--- config.mk ---
export PLATFORM = sky130hd
export DESIGN_NAME = mm_pcpi_sequencer
export DESIGN_NICKNAME = d
export VERILOG_FILES = /design/src/rtl/mm_pcpi_pkg.sv /design/src/rtl/mm_pcpi_decode.sv /design/src/rtl/mm_pcpi_sequencer.sv
export SDC_FILE = /design/constraint.sdc
export NUM_CORES = 1
export LEC_CHECK = 0
export CAP_MARGIN = 20
export CORE_ASPECT_RATIO = 1.75
export CORE_MARGIN = 3
export CORE_UTILIZATION = 36
export CTS_CLUSTER_SIZE = 30
export DETAILED_ROUTE_END_ITERATION = 7
export PLACE_DENSITY = 0.76
export SYNTH_ARGS = -nofsm -noshare
export SYNTH_HDL_FRONTEND = slang
export SYNTH_HIERARCHICAL = 1
export SYNTH_SLANG_ARGS = --single-unit
--- constraint.sdc ---
create_clock -name clk -period 3.6 [get_ports clk]
set_input_delay 0.72 -clock clk [delete_from_list [all_inputs] [get_ports clk]]
set_output_delay 0.72 -clock clk [all_outputs]
set_load 0.02 [all_outputs]
--- src/rtl/mm_pcpi_pkg.sv ---
// Shared constants, FSM state and decoded-operation types for the PCPI
// matrix-multiply sequencer. Optional feature macro: MM_SEQ_PERF_EN.
package mm_pcpi_pkg;

  localparam int         N          = 3;
  localparam logic [6:0] OPCODE     = 7'b0001011;
  localparam logic [4:0] MAX_ADDR   = 5'd27;

  localparam logic [2:0] F3_WRITE   = 3'b000;
  localparam logic [2:0] F3_CLEAR   = 3'b101;
  localparam logic [2:0] F3_COMPUTE = 3'b111;
  localparam logic [2:0] F3_READ    = 3'b010;
  localparam logic [2:0] F3_PERF    = 3'b011;

  // Index of the last systolic feed step (run length is 3N-2 steps).
  localparam logic [2:0] RUN_LAST   = 3'(3 * N - 3);

  typedef enum logic [2:0] {IDLE, ACK, RUN, LATCH, GAP} state_t;

  typedef enum logic [2:0] {
    OP_NONE, OP_WRITE, OP_CLEAR, OP_COMPUTE, OP_READ, OP_PERF
  } op_t;

endpackage

--- src/rtl/mm_pcpi_decode.sv ---
// Combinational decode of a PCPI custom-0 instruction into an operation kind
// and the operand-write fields. READ_PERF is only recognised when
// MM_SEQ_PERF_EN is defined; otherwise funct3 011 decodes as OP_NONE.
module mm_pcpi_decode
  import mm_pcpi_pkg::*;
(
  input  logic [31:0] insn,
  output op_t         op,
  output logic [4:0]  cfg_addr,
  output logic [15:0] cfg_data,
  output logic        legal
);

  // Bit 31 carries no meaning for this instruction group.
  logic unused_insn_bit;
  assign unused_insn_bit = insn[31];

  assign cfg_addr = insn[11:7];
  assign cfg_data = insn[30:15];
  assign legal    = (op != OP_NONE);

  // Map opcode + funct3 to an operation; anything unrecognised is OP_NONE.
  always_comb begin
    op = OP_NONE;
    if (insn[6:0] == OPCODE) begin
      case (insn[14:12])
        F3_WRITE:   op = OP_WRITE;
        F3_CLEAR:   op = OP_CLEAR;
        F3_COMPUTE: op = OP_COMPUTE;
        F3_READ:    op = OP_READ;
`ifdef MM_SEQ_PERF_EN
        F3_PERF:    op = OP_PERF;
`endif
        default:    op = OP_NONE;
      endcase
    end
  end

endmodule

--- src/rtl/mm_pcpi_sequencer.sv ---
// PCPI-side sequencer for the 3x3 systolic matrix-multiply datapath.
// Optional feature macro: MM_SEQ_PERF_EN (compute/busy performance counters).
//
// state | meaning
// IDLE  | waiting for a legal custom-0 instruction
// RUN   | systolic feed in progress, PEs enabled, CPU held with wait
// LATCH | PEs idle, compare bits captured into the result register
// ACK   | one-cycle ready/wr pulse returning the response word
// GAP   | one dead cycle so a still-asserted valid is not re-accepted
module mm_pcpi_sequencer
  import mm_pcpi_pkg::*;
(
  input  logic        clk,
  input  logic        resetn,
  input  logic        pcpi_valid,
  input  logic [31:0] pcpi_insn,
  output logic        pcpi_wr,
  output logic [31:0] pcpi_rd,
  output logic        pcpi_wait,
  output logic        pcpi_ready,
  output logic        cfg_we,
  output logic [4:0]  cfg_addr,
  output logic [15:0] cfg_data,
  output logic [2:0]  feed_step,
  output logic        pe_en,
  output logic        pe_bias_sel,
  input  logic [8:0]  c_bits
);

  state_t      state, state_nxt;
  op_t         dec_op;
  logic [4:0]  dec_addr;
  logic [15:0] dec_data;
  logic        dec_legal;
  logic        accept;
  logic [2:0]  run_left;
  logic [8:0]  result;
  logic [31:0] ack_rd;

  mm_pcpi_decode u_decode (
    .insn     (pcpi_insn),
    .op       (dec_op),
    .cfg_addr (dec_addr),
    .cfg_data (dec_data),
    .legal    (dec_legal)
  );

  assign accept = (state == IDLE) && pcpi_valid && dec_legal;

  // State register.
  always_ff @(posedge clk or negedge resetn) begin
    if (!resetn) state <= IDLE;
    else         state <= state_nxt;
  end

  // Next-state and per-state control outputs.
  always_comb begin
    state_nxt   = state;
    cfg_we      = 1'b0;
    pcpi_wait   = 1'b0;
    pcpi_ready  = 1'b0;
    pe_en       = 1'b0;
    pe_bias_sel = 1'b0;
    case (state)
      IDLE: begin
        if (accept) begin
          state_nxt = (dec_op == OP_COMPUTE) ? RUN : ACK;
          cfg_we    = (dec_op == OP_WRITE) && (dec_addr <= MAX_ADDR);
        end
      end
      RUN: begin
        pcpi_wait   = 1'b1;
        pe_en       = 1'b1;
        pe_bias_sel = (run_left == RUN_LAST);
        if (run_left == 3'd0) state_nxt = LATCH;
      end
      LATCH: begin
        pcpi_wait = 1'b1;
        state_nxt = ACK;
      end
      ACK: begin
        pcpi_ready = 1'b1;
        state_nxt  = GAP;
      end
      GAP:     state_nxt = IDLE;
      default: state_nxt = IDLE;
    endcase
  end

  assign pcpi_wr   = pcpi_ready;
  assign pcpi_rd   = pcpi_ready ? ack_rd : 32'd0;
  assign cfg_addr  = cfg_we ? dec_addr : 5'd0;
  assign cfg_data  = cfg_we ? dec_data : 16'd0;
  // Feed index derived from the remaining-steps down-counter.
  assign feed_step = (state == RUN) ? (RUN_LAST - run_left) : 3'd0;

`ifdef MM_SEQ_PERF_EN
  logic [15:0] compute_count;
  logic [15:0] busy_cycles;

  // Completed-compute counter (saturating) and RUN+LATCH cycle counter.
  always_ff @(posedge clk or negedge resetn) begin
    if (!resetn) begin
      compute_count <= 16'd0;
      busy_cycles   <= 16'd0;
    end else if (accept && dec_op == OP_CLEAR) begin
      compute_count <= 16'd0;
      busy_cycles   <= 16'd0;
    end else begin
      if (state == LATCH && compute_count != 16'hFFFF)
        compute_count <= compute_count + 16'd1;
      if (state == RUN || state == LATCH)
        busy_cycles <= busy_cycles + 16'd1;
    end
  end
`endif

  // Step down-counter, result register and the response word for ACK.
  always_ff @(posedge clk or negedge resetn) begin
    if (!resetn) begin
      run_left <= 3'd0;
      result   <= 9'd0;
      ack_rd   <= 32'd0;
    end else begin
      if (accept) begin
        case (dec_op)
          OP_COMPUTE: begin
            run_left <= RUN_LAST;
            ack_rd   <= 32'd0;
          end
          OP_READ:  ack_rd <= {23'd0, result};
          OP_CLEAR: begin
            result <= 9'd0;
            ack_rd <= 32'd0;
          end
`ifdef MM_SEQ_PERF_EN
          OP_PERF:  ack_rd <= {compute_count, busy_cycles};
`endif
          default:  ack_rd <= 32'd0;
        endcase
      end
      if (state == RUN && run_left != 3'd0) run_left <= run_left - 3'd1;
      if (state == LATCH) begin
        result <= c_bits;
        ack_rd <= {23'd0, c_bits};
      end
    end
  end

endmodule

==> metrics.txt, run 1 <==
Synth Instances 196; power density cells 220 nW/um^2; CP startpoint kind input pin; Net count, final 316; FF-to-FF End result[1]; Tcrit/Tclk final 96.1%; worst min path class reg -> reg; Reg area 601 um^2; antenna violations before repair 0; post-synthesis register bit count 24; Achievable Freq 0.289 GHz; Critical Path Sink Type primary output; hold_sp result[6]; Final Hold Fails 0; DRC violations left 0; Setup crit end cfg_data[0]; worst r2r path cells 4; most frequent cells in the layout 57 x clkdlybuf4s50_1, 39 x and2_1, 24 x dfrtp_1, 23 x conb_1, 21 x buf_2; sequential area share after synthesis 32.2%; first-pass GRT wire length 6440 um; clk root buf clkbuf_8; Area Growth Syn to Fin 37.1%; crit path max-delay cell type clkdlybuf4s50_1; Via density 4.75; drt initial violations 28; final core utilization 51.5%; Critical Path AT 2.74 ns; largest net degree at the start of global routing 25; hpwl dp 3220 um; synth warn 6; maxcap violations 0; total CTS buffers 3; actual slew at the worst max-slew pin 0.601 ns; H-tree Lvls 1; RR Startpoint state[1]; number of hold buffers added after CTS 0; Worst setup startpoint pcpi_insn[13]; Period minus WS final 3.46 ns; core area 4980 um^2; clk_lat worst skew 0.25 ns; Die Y 101 um; cell family with most CP delay simple AND/OR/NAND/NOR gates; CP Buf/Inv Count 3; slowest stage delay, CP 0.44 ns; I/O Buffers 81; Ports 106; CP cell instances clkdlybuf4s50_1 > or3_1 > a211oi_2 > nand2b_1 > nor4_4 > buf_4 > and2_1 > buf_2; FP Rows 34; CP Data Required Time 2.88 ns; leading cell type in the layout, fill and taps excluded clkdlybuf4s50_1; Tot Pwr 563 uW; R2R setup slack 1.78 ns; multi-input logic area 968 um^2; CTS tree built; peak supply drop 0.349 mV; Fill cells 489; Antenna Nets Post-Route 0; Unique masters post-synth 44; post-synth design cell area 1870 um^2; share of post-route cells with drive strength above 1 19.2%; wire per inst 13.0 um; gpl congestion 0.819; Fin Clk Skew 0.00411 ns; Die W 60.5 um; drt pass-1 iters 3; largest buffer count on any clock path 2; clk sink count 24; syn avg cell area 9.53 um^2; vias in the first global route 1,417; GRT overflow 0; Final Max Slew Viols 0; GRT Overall Usage 13.1%; Die Footprint 6120 um^2; RSZ-0062 raised after global routing false; Leak Pwr 0.00122 uW; peak fanout along the critical path 6; Initial Utilization 37.5%; final setup fails 0; critical path class in -> out; critical path depth in cells 8; Vias 1,520; outcome finished clean; Clock transition at path regs 0.08 ns; antenna cells 0; Max-Slew Margin vs Limit 59.8%; final WL 4150 um
==> final cells by class <==
cell class / count / area share [%]
well taps: 54 / 2.64
inverters: 7 / 1.03
repair buffers: 97 / 32.9
flip-flops and latches: 24 / 23.4
clock buffers: 4 / 2.15
multi-input cells: 134 / 37.8
==> kinds of logic after synthesis <==
| kind of cell | count (synthesis) | share of synthesized area, % |
|---|---|---|
| XOR/XNOR | 1 | 0.469 |
| other | 1 | 0.201 |
| AND/OR/NAND/NOR | 73 | 27.1 |
| buffers and inverters | 60 | 22.2 |
| AO/OA/AOI/OAI | 32 | 14.5 |
| flip-flops | 24 | 32.2 |
| adder cells (fa/ha/maj) | 5 | 3.35 |
==> worst min path at each step <==
stage                           end  slack, ns  cells after the start
final                     result[6]       0.48                      1
after global routing      result[5]       0.51                      1
after CTS                 result[5]       0.49                      1
after detailed placement  result[0]       0.47                      1
after global placement    result[1]       0.46                      1
after floorplan           ack_rd[0]       0.42                      0
==> state kept, by name, summed over array words and instances (netlist names) <==
signal	count
ack_rd	9
result	9
run_left	3
state	3
==> cells in the mapped netlist (all sizes together) <==
cell	n	area share, %
a211oi	1	0.67
a21o	11	4.4
a21oi	1	0.27
a221o	9	4.8
a221oi	1	0.80
a31oi	1	0.34
and2	39	13
and3	2	0.67
and3b	1	0.47
buf	50	20
clkbuf	3	0.67
conb	1	0.20
dfrtp	24	32
ha	5	3.3
inv	7	1.4
nand2	2	0.40
nand2b	2	0.67
nand3	1	0.27
nand3b	2	0.80
nand4	1	0.67
nand4bb	2	2.1
nor2	7	1.4
nor2b	2	0.67
nor3	3	0.80
nor3b	3	1.7
nor4	2	1.8
o211a	1	0.54
o21ai	3	0.80
o221ai	1	0.47
o22a	1	0.47
o22ai	1	0.34
o41a	1	0.60
or2	1	0.34
or3	1	0.34
or3b	2	0.94
xor2	1	0.47
==> routing by layer <==
layer | global-route usage (%) | share of wire [%] | vias to the layer above
met5 | 0 | 0 | -
met2 | 25.3 | 53 | 82
met1 | 13.9 | 31 | 690
met4 | 2.00 | 0.87 | 0
met3 | 3.57 | 14 | 4
li1 | - | - | 744
==> stage by stage <==
step | std cells | TNS [ns] | hold slack [ns] | setup slack, ns | instance area [um^2]
global route | 320 | 0 | 0.506 | 0.0102 | 2560
detailed placement | 311 | -9.09 | 0.467 | -0.460 | 2520
CTS | 318 | 0 | 0.485 | 0.00319 | 2650
floorplan | 218 | 0 | 0.424 | 0.482 | 1950
global placement | 311 | -7.98 | 0.459 | -0.412 | 2520
finish | 320 | 0 | 0.484 | 0.140 | 2560
==> where the power goes <==
part           switching [uW]  total [uW]  internal [uW]
Clock                    77.5         175           97.2
Combinational            43.4         101           57.6
Sequential               6.37         287            281
Total                     127         563            436
==> what timing repair did <==
| item | in CTS | in global routing |
|---|---|---|
| setup buffers | 0 | 1 |
| setup endpoints to repair | 22 | 22 |
| pin swaps | 3 | 2 |
| resized for setup | 77 | 21 |
| gates cloned | 3 | 0 |
(Power assumes the default switching activity.)
==> run 2, diff against run 1 <==
--- a/config.mk
+++ b/config.mk
@@ -6,12 +6,13 @@
 export NUM_CORES = 1
 export LEC_CHECK = 0
 export CAP_MARGIN = 20
-export CORE_ASPECT_RATIO = 1.75
+export CELL_PAD_IN_SITES_DETAIL_PLACEMENT = 1
+export CELL_PAD_IN_SITES_GLOBAL_PLACEMENT = 2
 export CORE_MARGIN = 3
-export CORE_UTILIZATION = 36
+export CORE_UTILIZATION = 23
 export CTS_CLUSTER_SIZE = 30
 export DETAILED_ROUTE_END_ITERATION = 7
-export PLACE_DENSITY = 0.76
+export PLACE_DENSITY_LB_ADDON = 0.1
 export SYNTH_ARGS = -nofsm -noshare
 export SYNTH_HDL_FRONTEND = slang
 export SYNTH_HIERARCHICAL = 1
==> metrics.txt, run 2 (synthesized netlist as in run 1, its figures left out) <==
critical path class in -> out; CP Data Required Time 2.88 ns; met1 Usage GRT 13.5%; worst min path class reg -> reg; Final Instance Count excl. Fillers 373; maxcap violations 0; FP Rows 32; H-tree Lvls 1; CP dominant cell by count buf_4; drt pass-1 iters 3; clk sink count 24; Via density 4.07; most frequent cells in the layout 55 x clkdlybuf4s50_1, 31 x and2_1, 24 x dfrtp_1, 23 x conb_1, 18 x buf_4; Achievable Freq 0.288 GHz; final WL 4990 um; leading cell type in the layout, fill and taps excluded clkdlybuf4s50_1; number of hold buffers added after CTS 0; gpl congestion 0.695; I/O Buffers 81; slowest stage delay, CP 0.41 ns; outcome finished clean; Ports 106; Critical Path Sink Type primary output; DP Cell Count 361; CP Buf/Inv Count 4; GRT Overall Usage 10.5%; Leak Pwr 0.00128 uW; Antenna Nets Post-Route 0; Net count, final 321; wire per inst 13.4 um; Vias 1,518; crit path max-delay cell type clkdlybuf4s50_1; drt initial violations 28; dpl cell area 2600 um^2; hpwl dp 3660 um; CP startpoint kind input pin; Final Hold Fails 0; setup TNS 0 ns; GR Util met2 18.1%; peak supply drop 0.148 mV; Die Footprint 9240 um^2; power density cells 224 nW/um^2; Fin Clk Skew 0.0101 ns; biggest regs ack_rd (9), result (9); post-route design area 2800 um^2; RSZ-0062 raised after global routing false; clk_lat worst skew 0.27 ns; final setup fails 0; Tcrit/Tclk final 96.6%; first-pass GRT wire length 7710 um; Initial Utilization 23.9%; Die Y 96.1 um; CP cell instances clkdlybuf4s50_1 > nor3b_2 > nand4_2 > a221oi_4 > nand4bb_4 > nor4_4 > buf_4 > buf_4 > and2_1 > clkbuf_2; DRC violations left 0; GR met3 Demand/Resource 2.58%; Critical Path AT 2.76 ns; Period minus WS final 3.48 ns; Max-Slew Margin vs Limit 55.3%; Final Max Slew Viols 0; Die W 96.1 um; peak fanout along the critical path 4; actual slew at the worst max-slew pin 0.668 ns; total CTS buffers 3; largest buffer count on any clock path 2; antenna cells 0; vias in the first global route 1,560; GRT overflow 0; antenna violations before repair 0; share of post-route cells with drive strength above 1 25.5%; Area Growth Syn to Fin 49.8%; core area 7810 um^2; Top Usage Layer GRT met2; clk root buf clkbuf_8; Clock transition at path regs 0.08 ns; largest net degree at the start of global routing 25; CTS tree built; cell family with most CP delay simple AND/OR/NAND/NOR gates
run 2: power by group:
part	total (uW)	internal (uW)	switching, uW
sequential	287	281	6.00
combinational	101	55.7	45.4
clock	240	149	91.3
total	628	485	143
run 2: through the flow:
stage          utilization [%]  hold WS (ns)  total power (uW)  setup WS, ns
2_1_floorplan                -         0.424               363         0.482
3_3_place_gp              33.3         0.460               387        -0.439
3_5_place_dp              33.3         0.469               389        -0.447
4_1_cts                   34.9         0.492               637        0.0447
5_1_grt                   35.8         0.504               658      0.000353
6_report                  35.8         0.486               628         0.124
run 2: repair_timing:
item                                    in CTS  in global routing
pin swaps                                    3                  1
setup buffers                                5                  2
cloned                                       1                  0
gates resized for setup                     81                 44
endpoints found under the setup margin      22                 22
run 2: cell type report:
class	count	area, um^2
clock buffer	3	41.3
clock inverter	1	30.0
fill	911	5010
inverter	7	26.3
multi-input combinational	134	1010
sequential	24	601
tap	102	128
timing repair buffer	102	960
run 2: final timing paths:
check	start	endpoint	slack (ns)	cells after the start
min in group asynchronous	resetn	result[2]	0.80	2
max in group asynchronous	resetn	run_left[0]	2.53	2
hold reg to reg	result[8]	result[8]	0.49	1
setup / recovery	pcpi_insn[5]	cfg_addr[0]	0.12	10
hold / removal	result[8]	result[8]	0.49	1
setup reg to reg	state[1]	result[8]	1.72	4
run 2: metal layers:
metal	vias to the layer above	part of all wire, %
li1	747	-
met1	730	44
met2	39	50
met3	2	5.9
met4	0	0.24
met5	-	0
==> variant (settings of run 1) <==
Add a define of `MM_SEQ_PERF_EN`.
--- a/src/rtl/mm_pcpi_decode.sv
+++ b/src/rtl/mm_pcpi_decode.sv
@@ -1,6 +1,8 @@
 // Combinational decode of a PCPI custom-0 instruction into an operation kind
 // and the operand-write fields. READ_PERF is only recognised when
 // MM_SEQ_PERF_EN is defined; otherwise funct3 011 decodes as OP_NONE.
+`define MM_SEQ_PERF_EN
+
 module mm_pcpi_decode
   import mm_pcpi_pkg::*;
 (
Function: changed (Yosys sat finds a counterexample within 4 cycles, from zero or initial values and one cycle with resetn low).
==> variant against run 1 <==
- synthesized area rose by 130%
- hold slack improved by 0.012 ns
- clock power rose to 5.1 times the old value
- sequential cell count rose by 55
- setup slack got worse by 0.026 ns
- non-clock buffer count rose by 37
- sequential share of layout area rose by 10 points
- wire length rose to 2.8 times the old value
- total power rose to 3.3 times the old value
- critical path depth rose by 1
- count of clock-buffer cells in the layout rose by 9
- design area rose by 130%
- critical endpoint is now cfg_data[1]
- largest cell class unchanged
==> variant: results <==
export IMPL_portBuffers=104
export IMPL_crit_start="pcpi_insn[12]"
export IMPL_clockBufferDepth=2
export IMPL_clk_latency_ns=0.34
export IMPL_yosys_warnings=6
export IMPL_synth_compound_area_share_pct=15.8
export IMPL_netlist_top_cells_count="dfrtp_1 (79), and3_1 (37), nand2_1 (33)"
export IMPL_slowest_stage="clkdlybuf4s50_1"
export IMPL_cp_max_fo=5
export IMPL_fin_nets=596
export IMPL_p_leak_nw=2.77
export IMPL_antenna_found_initial=0
export IMPL_async_flop_share_pct=100
export IMPL_grt_pass1_wl_um=18700
export IMPL_hold_class="reg -> reg"
export IMPL_synth_fp_nets=500
export IMPL_synth_xor_xnor_area_share_pct=2.21
export IMPL_wl_um=11500
export IMPL_worstSetupEndpoint="cfg_data[1]"
export IMPL_grt_pass1_vias=3981
export IMPL_via_per_inst=5.68
export IMPL_synthMuxAreaShare_pct=1.38
export IMPL_reg2reg_slack_ns=1.03
export IMPL_antennaDiodeCount=0
export IMPL_cp_slowest_stage_delay_ns=0.42
export IMPL_drtIter0Drc=269
export IMPL_grt_max_degree=80
export IMPL_reg2reg_from="state[0]$_DFFE_PN0P_"
export IMPL_crit_family="simple AND/OR/NAND/NOR gates"
export IMPL_synthAdderAreaFrac_pct=1.73
export IMPL_dr_pass1_iters=5
export IMPL_worst_pin_slew_ns=0.973
export IMPL_place_hpwl_um=7860
export IMPL_post_dp_cell_area_um2=5430
export IMPL_htree_num_levels=3
export IMPL_numCtsBuffers=9
export IMPL_path_clk_slew_ns=0.05
export IMPL_status="complete, no violations"
export IMPL_critPathArrivalTime_ns=2.77
export IMPL_root_buffer="clkbuf_16"
export IMPL_synthFlopType="dfrtp_1"
export IMPL_synth_avg_cell_area_um2=9.67
export IMPL_num_fill_cells=1045
export IMPL_synth_seq_area_share_pct=45.4
export IMPL_r2r_cells=5
export IMPL_dp_cells=659
export IMPL_timing_rr_end="compute_count[14]$_DFFE_PN0P_"
export IMPL_ys_top_cells_by_area="dfrtp_1 (45%), and3_1 (5.3%), a22o_1 (5.0%)"
export IMPL_drive_gt1_share_pct=18.5
export IMPL_grt_total_usage_pct=17.7
export IMPL_reg_top3="ack_rd: 32 flops, busy_cycles: 16 flops, compute_count: 16 flops"
export IMPL_wl_per_cell_um=16.8
export IMPL_ir_worst_vdd_v=0.000302
export IMPL_yosysUniqueCellTypes=55
export IMPL_place_congestion=0.812
export IMPL_fin_skew_ns=0.00632
## variant: cell count changes in the layout (fill, tap and decap cells not counted), sizes merged, moves of 23 or more
cell	before	now
a22o	0	25
a22oi	0	24
and3	2	37
conb	23	0
dfrtp	24	79
nand2	2	33
## variant: final cells by class
class	instances	area share [%]
clock buffers	13	4.23
clock inverters	3	0.719
inverters	11	0.698
multi-input cells	311	35.9
flip-flops and latches	79	33.4
well taps	135	2.86
repair buffers	134	22.2
## variant: logic make-up after synthesis
kind of cell | count (synthesis)
xor gates and xnor gates | 11
adders and majority gates | 6
buffers and inverters | 60
AOI/OAI and AO/OA | 95
DFF | 79
and+or+nand+nor | 193
muxes | 6
## variant: how the worst min path moves through the flow
stage | startpoint | to | slack (ns) | depth (start not counted)
6_report | ack_rd[27]$_DFFE_PN0P_ | ack_rd[27]$_DFFE_PN0P_ | 0.50 | 1
5_1_grt | ack_rd[28]$_DFFE_PN0P_ | ack_rd[28]$_DFFE_PN0P_ | 0.51 | 1
4_1_cts | result[8]$_DFFE_PN0P_ | ack_rd[8]$_DFFE_PN0P_ | 0.49 | 2
3_5_place_dp | result[8]$_DFFE_PN0P_ | ack_rd[8]$_DFFE_PN0P_ | 0.48 | 2
3_3_place_gp | result[8]$_DFFE_PN0P_ | ack_rd[8]$_DFFE_PN0P_ | 0.46 | 2
2_1_floorplan | resetn | ack_rd[0]$_DFFE_PN0P_ | 0.42 | 0
## variant: repair_timing
item,CTS,global route
resized for setup,138,26
cloned,3,0
setup endpoints to repair,22,31
pin swaps,7,12
setup buffers,6,2
## variant: stage by stage
step	setup slack (ns)	util [%]	hold WS [ns]
4_1_cts	0.00759	49.8	0.489
5_1_grt	0.00737	50.5	0.507
3_5_place_dp	-0.595	46.4	0.476
2_1_floorplan	0.0230	-	0.424
3_3_place_gp	-0.522	46.4	0.459
6_report	0.114	50.5	0.495
## variant: routing by layer
| layer | vias to the layer above | track usage [%] | routed length [µm] |
|---|---|---|---|
| met5 | - | 0 | 0 |
| met4 | 0 | 7.00 | 261 |
| met3 | 20 | 3.70 | 677 |
| met2 | 162 | 32.5 | 6300 |
| met1 | 1902 | 19.1 | 4260 |
| li1 | 1813 | - | - |
## variant: power breakdown
| part | switching [mW] | leakage, nW | internal (mW) | total [mW] |
|---|---|---|---|---|
| clock | 0.340 | 0.140 | 0.555 | 0.895 |
| sequential | 0.000257 | 0.947 | 0.888 | 0.889 |
| combinational | 0.0319 | 1.68 | 0.0452 | 0.0771 |
| total | 0.372 | 2.77 | 1.49 | 1.86 |
